--- config.mk ---
export PLATFORM = sky130hd
export DESIGN_NAME = keypad_scanner_flat
export DESIGN_NICKNAME = d
export VERILOG_FILES = /design/src/rtl/keypad_pkg.sv /design/src/rtl/keypad_scanner_if.sv /design/src/rtl/sync_2ff.sv /design/src/rtl/keypad_scanner.sv /design/src/flat_wrapper.sv
export SDC_FILE = /design/constraint.sdc
export NUM_CORES = 1
export LEC_CHECK = 0
export CORE_MARGIN = 4
export CORE_UTILIZATION = 44
export CTS_BUF_LIST = sky130_fd_sc_hd__clkbuf_4 sky130_fd_sc_hd__clkbuf_8
export DETAILED_ROUTE_END_ITERATION = 12
export DONT_BUFFER_PORTS = 1
export PLACE_DENSITY_LB_ADDON = 0.12
export SYNTH_ARGS = -nofsm -noshare
export SYNTH_HDL_FRONTEND = slang
export SYNTH_SLANG_ARGS = --single-unit
--- constraint.sdc ---
create_clock -name clk -period 1.64 [get_ports clk]
set_input_delay 0.164 -clock clk [delete_from_list [all_inputs] [get_ports clk]]
set_output_delay 0.164 -clock clk [all_outputs]
set_load 0.01 [all_outputs]
--- src/rtl/keypad_pkg.sv ---
// Shared types and key map for the 4x4 keypad column scanner.
// Latency: n/a (declarations only). Backpressure: n/a.
package keypad_pkg;

    typedef enum logic [1:0] {
        SCAN_DRIVE,
        SCAN_SAMPLE,
        LOCK
    } scan_state_t;

    // Indexed [row][col]; row 3 is the bottom row of the physical pad.
    localparam logic [3:0] KEY_MAP [4][4] = '{
        '{4'h1, 4'h2, 4'h3, 4'hA},
        '{4'h4, 4'h5, 4'h6, 4'hB},
        '{4'h7, 4'h8, 4'h9, 4'hC},
        '{4'hE, 4'h0, 4'hF, 4'hD}
    };

    function automatic int max2(input int a, input int b);
        return (a > b) ? a : b;
    endfunction

    function automatic logic [3:0] col_drive_n(input logic [1:0] col);
        return ~(4'b0001 << col);
    endfunction

endpackage

--- src/rtl/keypad_scanner_if.sv ---
// Keypad-side and key-event signals of the scanner, grouped for port connection.
// Latency: n/a (wiring only). Backpressure: none; key_new is a fire-and-forget pulse.
interface keypad_scanner_if;
    logic [3:0] rows;
    logic [3:0] cols;
    logic       key_pressed;
    logic [3:0] key_code;
    logic       key_new;

    modport master (
        input  rows,
        output cols,
        output key_pressed,
        output key_code,
        output key_new
    );

    modport slave (
        output rows,
        input  cols,
        input  key_pressed,
        input  key_code,
        input  key_new
    );
endinterface

--- src/rtl/sync_2ff.sv ---
// Two-flop synchroniser for asynchronous level inputs, resets to all-ones.
// Latency: 2 cycles. Backpressure: none.
module sync_2ff #(
    parameter int WIDTH = 4
) (
    input  logic             clk,
    input  logic             reset,
    input  logic [WIDTH-1:0] d_i,
    output logic [WIDTH-1:0] q_o
);

    logic [WIDTH-1:0] meta_q;
    logic [WIDTH-1:0] sync_q;

    always_ff @(posedge clk) begin
        if (!reset) begin
            meta_q <= '1;
            sync_q <= '1;
        end else begin
            meta_q <= d_i;
            sync_q <= meta_q;
        end
    end

    assign q_o = sync_q;

endmodule

--- src/rtl/keypad_scanner.sv ---
// Column-scan controller for a 4x4 keypad; locks on the first key found until released.
// Latency: rows are seen 2 cycles late; a column is sampled SETTLE_CYCLES after it is driven.
// Backpressure: none. Optional KEYPAD_GHOST_REJECT_EN treats multi-row hits as no key.
module keypad_scanner
    import keypad_pkg::*;
#(
    parameter int SETTLE_CYCLES  = 1000,
    parameter int RELEASE_CYCLES = 2000
) (
    input  logic              clk,
    input  logic              reset,
    keypad_scanner_if.master  kp
);

    localparam int CNT_MAX = max2(SETTLE_CYCLES, RELEASE_CYCLES);
    localparam int CW      = $clog2(CNT_MAX + 1);

    localparam logic [CW-1:0] SETTLE_LAST  = CW'(SETTLE_CYCLES - 1);
    localparam logic [CW-1:0] RELEASE_LAST = CW'(RELEASE_CYCLES - 1);
    localparam logic [CW-1:0] CNT_SAT      = CW'(CNT_MAX);

    scan_state_t   state_q, state_d;
    logic [CW-1:0] cnt_q,   cnt_d;
    logic [1:0]    col_q,   col_d;
    logic [1:0]    row_q,   row_d;
    logic [3:0]    code_q,  code_d;
    logic          new_q,   new_d;

    logic [3:0]    rows_s;
    logic          row_hit;
    logic [1:0]    row_sel;
    logic          key_ok;
    logic [CW-1:0] cnt_inc;

    sync_2ff #(.WIDTH(4)) u_row_sync (
        .clk   (clk),
        .reset (reset),
        .d_i   (kp.rows),
        .q_o   (rows_s)
    );

    // Descending loop so the lowest-index low row is the one left selected.
    always_comb begin
        row_hit = 1'b0;
        row_sel = 2'd0;
        for (int r = 3; r >= 0; r--) begin
            if (!rows_s[r]) begin
                row_hit = 1'b1;
                row_sel = r[1:0];
            end
        end
    end

`ifdef KEYPAD_GHOST_REJECT_EN
    logic [2:0] rows_low;

    always_comb begin
        rows_low = 3'd0;
        for (int r = 0; r < 4; r++) begin
            if (!rows_s[r]) begin
                rows_low = rows_low + 3'd1;
            end
        end
    end

    assign key_ok = row_hit && (rows_low == 3'd1);
`else
    assign key_ok = row_hit;
`endif

    assign cnt_inc = (cnt_q == CNT_SAT) ? cnt_q : cnt_q + 1'b1;

    always_comb begin
        state_d = state_q;
        cnt_d   = cnt_q;
        col_d   = col_q;
        row_d   = row_q;
        code_d  = code_q;
        new_d   = 1'b0;

        unique case (state_q)
            SCAN_DRIVE: begin
                if (cnt_q == SETTLE_LAST) begin
                    state_d = SCAN_SAMPLE;
                    cnt_d   = '0;
                end else begin
                    cnt_d = cnt_inc;
                end
            end

            SCAN_SAMPLE: begin
                cnt_d = '0;
                if (key_ok) begin
                    state_d = LOCK;
                    row_d   = row_sel;
                    code_d  = KEY_MAP[row_sel][col_q];
                    new_d   = 1'b1;
                end else begin
                    state_d = SCAN_DRIVE;
                    col_d   = col_q + 2'd1;
                end
            end

            LOCK: begin
                if (!rows_s[row_q]) begin
                    cnt_d = '0;
                end else if (cnt_q == RELEASE_LAST) begin
                    // Release resumes on the next column rather than re-finding the same key.
                    state_d = SCAN_DRIVE;
                    cnt_d   = '0;
                    col_d   = col_q + 2'd1;
                end else begin
                    cnt_d = cnt_inc;
                end
            end

            default: begin
                state_d = SCAN_DRIVE;
                cnt_d   = '0;
            end
        endcase
    end

    always_ff @(posedge clk) begin
        if (!reset) begin
            state_q <= SCAN_DRIVE;
            cnt_q   <= '0;
            col_q   <= 2'd0;
            row_q   <= 2'd0;
            code_q  <= 4'h0;
            new_q   <= 1'b0;
        end else begin
            state_q <= state_d;
            cnt_q   <= cnt_d;
            col_q   <= col_d;
            row_q   <= row_d;
            code_q  <= code_d;
            new_q   <= new_d;
        end
    end

    assign kp.cols        = col_drive_n(col_q);
    assign kp.key_pressed = (state_q == LOCK);
    assign kp.key_code    = code_q;
    assign kp.key_new     = new_q;

endmodule

--- src/flat_wrapper.sv ---
// flat-port wrapper written by rule: the top's interface ports become plain ports
module keypad_scanner_flat import keypad_pkg::*;
#(
    parameter int SETTLE_CYCLES  = 1000,
    parameter int RELEASE_CYCLES = 2000
)
  (clk, reset, kp_rows, kp_cols, kp_key_pressed, kp_key_code, kp_key_new);
  keypad_scanner_if kp_i ();
  input  logic clk;
  input  logic reset;
  input wire logic [$bits(kp_i.rows)-1:0] kp_rows;
  output wire logic [$bits(kp_i.cols)-1:0] kp_cols;
  output wire logic [$bits(kp_i.key_pressed)-1:0] kp_key_pressed;
  output wire logic [$bits(kp_i.key_code)-1:0] kp_key_code;
  output wire logic [$bits(kp_i.key_new)-1:0] kp_key_new;
  assign kp_i.rows = kp_rows;
  assign kp_cols = kp_i.cols;
  assign kp_key_pressed = kp_i.key_pressed;
  assign kp_key_code = kp_i.key_code;
  assign kp_key_new = kp_i.key_new;
  keypad_scanner #(.SETTLE_CYCLES(SETTLE_CYCLES), .RELEASE_CYCLES(RELEASE_CYCLES)) u_core (.clk(clk), .reset(reset), .kp(kp_i));
endmodule
==> impl_metrics.toml <==
[status]
status = "finished clean"

[cells_and_area]
nNetsFinal = 188
post_route_cells_drive_above_1_share_pct = 18.1
final-instance-count-excl-fill = 221
most_frequent_standard_cell_in_the_layout_excluding_fill_and_tap_cells = "dfxtp_1"
n_fill_cell = 284
most-common-layout-cells = "dfxtp_1, inv_1, nand2b_1, nand2_1, nor2_1"
antenna_cells = 0
flow.area_growth_from_synthesis_pct = 19.2
layout.cell_area.non_filler_um2 = 1740

[cts]
numCtsBuffers = 5
clk_latency_worst_skew_pair_ps = 340
clockBufferDepth = 2
clock_tree_from_tritoncts = "built"
clk_root_buf = "clkbuf_4"
sinks_on_clock_net = 30
path_clk_slew_ps = 120
cts-htree-levels = 2

[routing]
drt.antenna.violating_nets = 0
routed-via-count = 1201
route.detailed.wl_per_inst_um = 14.0
drt-total-wl_mm = 3.10
drc = 0
drt-pass1-iter-count = 4
drt_first_iter_violations = 60
vias_per_cell = 5.43

[global_routing]
grt_first_pass_wirelength_mm = 5.42
grt-ovfl-total = 0
grt_antenna_before_repair = 1
groute.usage.overall_pct = 16.3
number_of_global_route_vias_before_repair = 1181
largest_net_degree_at_the_start_of_global_routing = 21

[power]
total_power_mw = 1.34
p_leak_nw = 0.683
power_per_cell_area_nw_per_um2 = 767
vdd.ir_drop.worst_v = 0.000522

[sta]
fin_crit_sh_pct = 95.7
worst_clock_skew_ps = 24.7
max_freq_mhz = 637
finalSetupViolCount = 0
slew_headroom_pct = 58.9
max_slew.worst_pin.slew_ps = 615
rsz0062_at_grt = "true"
min_period_ps = 1570
timing_max_transition_violations_final = 0
timing.final.hold_violations = 0

[floorplanning]
core_um2 = 3130
die-width_um = 65.7
fp.dieH_um = 65.7
floorplan.die_area_um2 = 4310
io-pin-count = 16
num_rows = 20
floorplan.initialDensity_pct = 46.8

[synthesis]
syn_area_um2 = 1460
syn-instance-count = 161
syn_area_per_cell_um2 = 9.08
synthesized_net_count = 173
synth.ff_latch_count = 30
ys_types = 42
yosysWarningCount = 0
seq_area_frac_synth_pct = 41.1

[place]
gp_congestion = 0.804
dpl_cells = 206
place_hpwl_mm = 2.01
placement.io_buffers = 0
detailed_place.area_um2 = 1540

[worst_hold_path]
worst_hold_path_class = "input pin to flop"

[critical_path]
crit_path_start_kind = "flop"
crit_required_ps = 1850
highest_net_fanout_along_the_worst_path = 5
cp.arrival_ps = 1780
crit_path_top_delay_cell = "mux4_2"
critPathTopFamily = "multiplexers"
slowest_delay_ps = 570
cp_num_buf_inv = 0
critical_path_class = "flop to flop"
worstPathCellList = "mux4_2, o41ai_4, o32a_1, nor2_1"
timing.critical_path.to_type = "flop"
rrSetupSlack_ps = 70

[flow_run]
max_capacitance_violation_count = 0
report_power, final:
part | switching, mW | internal, mW
Combinational | 0.0467 | 0.0477
Sequential | 0.0142 | 0.744
Clock | 0.279 | 0.206
sequential cells by signal (all words and copies together), names as in the netlist:
register	count
u_core.cnt_q	11
u_core.kp.key_code	4
u_core.u_row_sync.meta_q	4
u_core.u_row_sync.q_o	4
u_core.col_q	2
u_core.row_q	2
u_core.state_q	2
u_core.kp.key_new	1
path summary, 6_finish.rpt:
kind	start	to	cells after the start
worst min-delay path	reset	u_core.state_q[0]	2
worst max-delay path	u_core.row_q[0]	u_core.cnt_q[8]	4
worst max register to register	u_core.row_q[0]	u_core.cnt_q[8]	4
worst min register to register	u_core.u_row_sync.meta_q[3]	u_core.u_row_sync.q_o[3]	1
kinds of logic (layout without fill, tap and decap cells):
logic type      after synthesis  count (layout)  share of synthesized area [%]
simple gates                 67              67                           25.5
flops                        30              30                           41.1
compound gates               24              25                           12.1
buf+inv                      19              34                           5.82
xor+xnor                      9               9                           5.39
fa+ha+maj                     6               6                           5.13
mux                           6               6                           4.96
timing repair:
item	CTS	global route
cloned	1	0
hold endpoints to repair	18	0
hold buffers	5	0
setup buffers	0	1
endpoints found under the setup margin	14	17
pin swaps	2	2
resized for setup	2	12
cells in the mapped netlist (all sizes together):
cell type	instances	share of area (%)
a21boi	2	1.0
o21a	2	1.0
o2111a	1	0.77
dfxtp	30	41
and3	2	0.86
nand2b	12	5.1
a31oi	1	0.43
a2111oi	1	0.60
o21ai	5	1.7
a211oi	1	0.51
clkbuf	4	1.1
buf	3	1.6
ha	6	5.1
mux2i	5	3.4
nand2	12	3.1
o22ai	1	0.43
a41oi	2	1.7
mux4	1	1.5
a21oi	4	1.4
nor3	3	1.0
o41ai	1	0.60
nor2b	3	1.3
o2111ai	2	1.2
nor4	3	1.3
o32a	1	0.77
nand3	5	1.7
and2	4	1.7
nand4b	1	0.60
or4	1	0.77
nand3b	3	1.5
nor2	11	2.8
nand4	4	2.1
nor3b	3	1.5
inv	12	3.1
xnor2	4	2.4
xor2	5	3.0
per-stage QoR:
stage                     setup WS (ps)  utilization, %  setup TNS [ps]  hold slack (ps)
after floorplan                     150               -               0              265
after global placement             30.6            49.2               0              239
after detailed placement          -27.8            49.2           -48.9              243
after CTS                          2.35            53.6               0             14.3
after global routing              -6.44            55.8           -6.44             41.5
final                              69.9            55.8               0             54.6
area by class of cell:
type / count / area (µm²) / share of cell area, %
Tap cell: 44 / 55.1 / 3.16
Clock inverter: 2 / 12.5 / 0.717
Timing Repair Buffer: 14 / 118 / 6.74
Multi-Input combinational cell: 113 / 857 / 49.1
Sequential cell: 30 / 606 / 34.7
Clock buffer: 6 / 51.3 / 2.94
Inverter: 12 / 45.0 / 2.58
layer usage:
metal | share of wire (%) | track usage, %
met3 | 6.0 | 6.15
met1 | 46 | 20.1
met4 | 1.4 | 6.48
met5 | 0.26 | 0
met2 | 47 | 25.4
Note: power is estimated with default switching activity, not from simulation.
